File: config.mk
export PLATFORM = sky130hd
export DESIGN_NAME = window_stream9x9_flat
export DESIGN_NICKNAME = d
export VERILOG_FILES = /design/src/rtl/window_stream9x9_if.sv /design/src/rtl/window_stream9x9.sv /design/src/flat_wrapper.sv
export SDC_FILE = /design/constraint.sdc
export NUM_CORES = 2
export LEC_CHECK = 0
export ABC_AREA = 0
export BUFFER_PORTS_ARGS = -buffer_cell sky130_fd_sc_hd__buf_4
export CAP_MARGIN = 20
export CORE_MARGIN = 2
export CORE_UTILIZATION = 48
export CTS_BUF_LIST = sky130_fd_sc_hd__clkbuf_16
export CTS_CLUSTER_DIAMETER = 30
export CTS_CLUSTER_SIZE = 40
export DETAILED_ROUTE_END_ITERATION = 7
export HOLD_SLACK_MARGIN = 0.06
export MAX_ROUTING_LAYER = met4
export PLACE_DENSITY = 0.66
export SLEW_MARGIN = 5
export SYNTH_ARGS = -nofsm -noshare
export SYNTH_HDL_FRONTEND = slang
export SYNTH_SLANG_ARGS = --single-unit
File: constraint.sdc
create_clock -name clk -period 8.1 [get_ports clk]
set_clock_uncertainty 0.05 [all_clocks]
set_input_delay 0.405 -clock clk [delete_from_list [all_inputs] [get_ports clk]]
set_output_delay 0.405 -clock clk [all_outputs]
set_load 0.01 [all_outputs]
File: src/rtl/window_stream9x9_if.sv
// Pixel-stream in / parallel-window out bundle of the window generator.
// Producer side drives the raster stream; the window side is read by the inner-product unit.
interface window_stream9x9_if #(
  parameter int WIN   = 9,
  parameter int PIX_W = 7
);
  logic                     sof;
  logic                     pix_valid;
  logic [PIX_W-1:0]         pix_in;
  logic                     win_valid;
  logic [WIN*WIN*PIX_W-1:0] win_data;
  logic [7:0]               win_row;
  logic [7:0]               win_col;
  logic                     frame_done;

  modport master (
    output sof, pix_valid, pix_in,
    input  win_valid, win_data, win_row, win_col, frame_done
  );

  modport slave (
    input  sof, pix_valid, pix_in,
    output win_valid, win_data, win_row, win_col, frame_done
  );
endinterface

File: src/rtl/window_stream9x9.sv
// Raster pixel stream -> WIN x WIN sliding window for the inner-product stage.
// Latency 1 cycle from accepting the bottom-right pixel; no backpressure, idle cycles freeze all state.
module window_stream9x9 #(
  parameter int IMG_W = 28,
  parameter int IMG_H = 28,
  parameter int WIN   = 9,
  parameter int PIX_W = 7
) (
  input  logic               clk,
  input  logic               rst_n,
  window_stream9x9_if.slave  bus
);
  localparam int         NB       = WIN - 1;
  localparam int         AW       = $clog2(IMG_W);
  localparam int         DW       = WIN * WIN * PIX_W;
  localparam logic [7:0] LAST_COL = 8'(IMG_W - 1);
  localparam logic [7:0] LAST_ROW = 8'(IMG_H - 1);
  localparam logic [7:0] EDGE     = 8'(WIN - 1);

  logic             accept;
  logic [7:0]       cur_col, cur_row;
  logic [AW-1:0]    addr;
  logic [7:0]       col_q, col_d, row_q, row_d;
  logic [7:0]       win_row_q, win_col_q;
  logic             win_valid_q, win_valid_d;
  logic             frame_done_q, frame_done_d;
  logic [DW-1:0]    win_q, win_d;
  logic [PIX_W-1:0] lb_mem [NB][IMG_W];
  logic [PIX_W-1:0] slice  [WIN];

  // sof forces the accepted pixel to (0,0) without waiting for the counters.
  always_comb begin
    accept  = bus.pix_valid;
    cur_col = bus.sof ? '0 : col_q;
    cur_row = bus.sof ? '0 : row_q;
    addr    = cur_col[AW-1:0];
  end

  always_comb begin
    col_d = cur_col + 8'd1;
    row_d = cur_row;
    if (cur_col == LAST_COL) begin
      col_d = '0;
      row_d = (cur_row == LAST_ROW) ? '0 : cur_row + 8'd1;
    end
    win_valid_d  = accept && (cur_row >= EDGE) && (cur_col >= EDGE);
    frame_done_d = accept && (cur_col == LAST_COL) && (cur_row == LAST_ROW);
  end

  // Bottom row of the new slice is the live pixel; LB[i] supplies i+1 rows above.
  always_comb begin
    slice[WIN-1] = bus.pix_in;
    for (int i = 0; i < NB; i++) slice[WIN-2-i] = lb_mem[i][addr];
    win_d = win_q;
    for (int r = 0; r < WIN; r++) begin
      for (int c = 0; c < WIN; c++) begin
        if (c < WIN - 1) win_d[(r*WIN+c)*PIX_W +: PIX_W] = win_q[(r*WIN+c+1)*PIX_W +: PIX_W];
        else             win_d[(r*WIN+c)*PIX_W +: PIX_W] = slice[r];
      end
    end
  end

  // Cascaded line buffers addressed by column: each entry ages one row per write.
  always_ff @(posedge clk) begin
    if (accept) begin
      lb_mem[0][addr] <= bus.pix_in;
      for (int i = 1; i < NB; i++) lb_mem[i][addr] <= lb_mem[i-1][addr];
    end
  end

  always_ff @(posedge clk or negedge rst_n) begin
    if (!rst_n) begin
      col_q        <= '0;
      row_q        <= '0;
      win_q        <= '0;
      win_row_q    <= '0;
      win_col_q    <= '0;
      win_valid_q  <= 1'b0;
      frame_done_q <= 1'b0;
    end else begin
      win_valid_q  <= win_valid_d;
      frame_done_q <= frame_done_d;
      if (accept) begin
        col_q     <= col_d;
        row_q     <= row_d;
        win_q     <= win_d;
        win_row_q <= cur_row;
        win_col_q <= cur_col;
      end
    end
  end

  assign bus.win_valid  = win_valid_q;
  assign bus.win_data   = win_q;
  assign bus.win_row    = win_row_q;
  assign bus.win_col    = win_col_q;
  assign bus.frame_done = frame_done_q;
endmodule

File: src/flat_wrapper.sv
// flat-port wrapper written by rule: the top's interface ports become plain ports
module window_stream9x9_flat 
#(
  parameter int IMG_W = 28,
  parameter int IMG_H = 28,
  parameter int WIN   = 9,
  parameter int PIX_W = 7
)
  (clk, rst_n, bus_sof, bus_pix_valid, bus_pix_in, bus_win_valid, bus_win_data, bus_win_row, bus_win_col, bus_frame_done);
  window_stream9x9_if #(.WIN(WIN), .PIX_W(PIX_W)) bus_i ();
  input  logic clk;
  input  logic rst_n;
  input wire logic [$bits(bus_i.sof)-1:0] bus_sof;
  input wire logic [$bits(bus_i.pix_valid)-1:0] bus_pix_valid;
  input wire logic [$bits(bus_i.pix_in)-1:0] bus_pix_in;
  output wire logic [$bits(bus_i.win_valid)-1:0] bus_win_valid;
  output wire logic [$bits(bus_i.win_data)-1:0] bus_win_data;
  output wire logic [$bits(bus_i.win_row)-1:0] bus_win_row;
  output wire logic [$bits(bus_i.win_col)-1:0] bus_win_col;
  output wire logic [$bits(bus_i.frame_done)-1:0] bus_frame_done;
  assign bus_i.sof = bus_sof;
  assign bus_i.pix_valid = bus_pix_valid;
  assign bus_i.pix_in = bus_pix_in;
  assign bus_win_valid = bus_i.win_valid;
  assign bus_win_data = bus_i.win_data;
  assign bus_win_row = bus_i.win_row;
  assign bus_win_col = bus_i.win_col;
  assign bus_frame_done = bus_i.frame_done;
  window_stream9x9 #(.IMG_W(IMG_W), .IMG_H(IMG_H), .WIN(WIN), .PIX_W(PIX_W)) u_core (.clk(clk), .rst_n(rst_n), .bus(bus_i));
endmodule
==> out/results.tsv <==
metric	value	unit
yosys_warnings	0	
crit_path_cell_trace	buf_4, buf_4, mux2i_1, a22o_1, a211o_1, a32oi_2	
ys_ff_latch	2169	
rsz0062_at_grt	false	
maxCapViolCount	0	
netlist_top_cells_area	edfxtp_1 56%, dfrtp_1 18%, mux2_2 8.5%, mux2i_1 5.3%, a21oi_1 1.4%	
clkSlewWorstSetupHoldPaths	50	ps
routed_wl	245200	microns
seq_area_frac_synth	73.31	%
synth_compound_area_share	7.800	%
antenna_found_initial	6	
crit_slowest_cell	a32oi_2	
finalHoldViolCount	0	
worstMarginPinSlew	1342	ps
grt_max_degree	162	
hpwlAfterDp	128100	microns
clkLatencyLatePin	950	ps
synth_xor_area_share	0.01033	%
place_congestion	0.7998	
cpMostUsedCell	buf_4	
multiInputGateArea	0.02166	sq mm
syn_area	0.08475	sq mm
wl_per_cell	28.69	microns
synthDominantCellAreaShare	55.56	%
num_rows	154	
finalSetupViolations	0	
ys_types	68	
worstPathMaxFanout	63	
synthFlopType	edfxtp_1	
vias_per_cell	6.007	
die_w	424.2	microns
synth_area_per_cell	16.79	sq um
fin_crit_sh	61.86	%
max_clock_freq	199.6	MHz
nets	5882	
synth_top_cell_by_area	edfxtp_1	
synth_commonest_cells	1568 x edfxtp_1, 636 x mux2_2, 601 x dfrtp_1	
slew_headroom	10.54	%
clk_path_buf_depth	4	
start_util	48.23	%
dr.pass1.iters	8	
cpPeakStageDelay	1080	ps
drtAntennaViolNets	0	
vias	51346	
synth_nets	5066	
synth_simple_gate_area_share	3.114	%
path_class	flop to flop	
reg2reg_slack	3090	ps
synth_fa_ha_area_share	0.08858	%
cts_tree	done	
crit_path_end_kind	flop	
grt_pass1_wl	352900	microns
drtIter0Drc	5776	
grt-ovfl-total	0	
cts_root_buffer	clkbuf_16	
worst_hold_path_type	input pin to flop	
synthArstFlopShare	27.71	%
die_area	0.1799	sq mm
yosysMostFrequentCell	edfxtp_1	
grt_pass1_vias	51662	
die_h	424.2	microns
io_pins	596	
slew_violations	0	
ir_drop	0.2904	mV
power.total	38.73	mW
numCtsBuffers	415	
synth-edff-count	1568	
startpoint_type	flop	
drive_gt1_share	34.82	%
h-tree-depth	5	
syn-instance-count	5049	
numClockSinks	2169	
grt_usage	27.53	%
cts_resized	0	
core-area	0.1757	sq mm
status	complete, no violations	
synth_top_family_by_area	multiplexers	
finalCriticalPeriod	5011	ps
setup-tns-final	0	ps
powerDensity	363.8	mW/mm^2
p_leak	40.10	nW
syn2layout_area_growth	25.64	%
io_buffers	595	
muxShareOfSynthArea	13.80	%
drc	0	
cp_data_required_time	8590	ps
num-fill-cells	12869	
arrival	5500	ps
seq_area	0.06214	sq mm
## logic make-up (layout without fill, tap and decap cells)
kind of cell             after synthesis  in the layout
multiplexers                        1088           1088
buffers and inverters                359           1514
XOR/XNOR                               1              1
other                                  0              4
adder cells (fa/ha/maj)                6              6
AO/OA/AOI/OAI                        972            972
AND/OR/NAND/NOR                      454            454
flip-flops                          2169           2169
## state kept, by name (all words and copies together) (netlist names)
name / cells
u_core.bus.frame_done: 1
u_core.col_q: 8
u_core.bus.win_col: 8
u_core.bus.win_valid: 1
u_core.row_q: 8
u_core.bus.win_row: 8
u_core.lb_mem: 1568
u_core.bus.win_data: 567
## report_power, final
part / switching (mW) / internal (mW) / leakage [nW]
clock network: 5.66 / 11.0 / 6.80
registers: 1.29 / 14.0 / 21.3
logic: 3.58 / 3.18 / 12.0
## metrics by stage
step	instances	util [%]	instance area [sq um]	hold slack, ps	worst slack (ps)
floorplan	5049	-	84750	59.41	1929
global placement	7761	52.60	92440	342.8	3214
detailed placement	7763	52.63	92480	346.3	3162
CTS	8530	60.48	106300	309.4	3119
global route	8547	60.59	106500	377.7	2929
finish	8548	60.59	106500	371.8	3089
## final timing paths
path                                                     start                                   end  cells past startpoint
min in group asynchronous                                rst_n   u_core.bus.win_data[25]$_DFFE_PN0P_                      4
min                                              bus_pix_in[0]       u_core.lb_mem[0][105]$_DFFE_PP_                      2
max reg2reg                        u_core.col_q[0]$_DFFE_PN0P_       u_core.lb_mem[0][258]$_DFFE_PP_                      6
max in group asynchronous                                rst_n  u_core.bus.win_data[400]$_DFFE_PN0P_                      5
max                                u_core.col_q[0]$_DFFE_PN0P_       u_core.lb_mem[0][258]$_DFFE_PP_                      6
min reg2reg                u_core.bus.win_data[95]$_DFFE_PN0P_   u_core.bus.win_data[88]$_DFFE_PN0P_                      1
## worst max-delay path, delay by kind of cell, from the launching register on
family          cells  cell delay, ps
buf+inv             2            1580
flops               1            1020
compound gates      3            1630
mux                 1             180
## cells in the final DEF, fill, tap and decap left out, drive strengths merged, types with 25 or more instances in the layout
master    Yosys  layout
a21oi       230     230
o221a        49      49
o22a         39      39
dfrtp       601     601
nand3b      106     106
nand2b       64      64
a21o         49      49
o21ai       201     201
bufinv        0      50
o221ai       25      25
mux2        636     636
nor3b        43      43
o211ai      144     144
clkbuf      191     422
nor2         97      97
nand2        80      80
inv          14     100
edfxtp     1568    1568
mux2i       451     451
a22oi        96      96
buf         154     733
clkinv        0     160
clkinvlp      0      39
a32oi        48      48
## routing by layer
metal,part of all wire [%],track usage [%],vias up
li1,-,-,21511
met1,38,34.95,26317
met2,48,43.02,2923
met3,10,6.491,595
met4,3.6,10.73,0
met5,0,-,-
## cell type report
cell class	count	share of cell area, %
clock buffers	421	9.894
multi-input cells	2521	20.34
repair buffers	744	5.641
well taps	2340	2.750
flip-flops and latches	2169	58.35
diodes	4	0.009400
clock inverters	335	2.952
inverters	14	0.05875
## timing repair
action,in CTS,in global routing
hold buffers,11,0
hold endpoints to repair,464,0
setup buffers,0,0
Power figures use the tool's default switching activity.
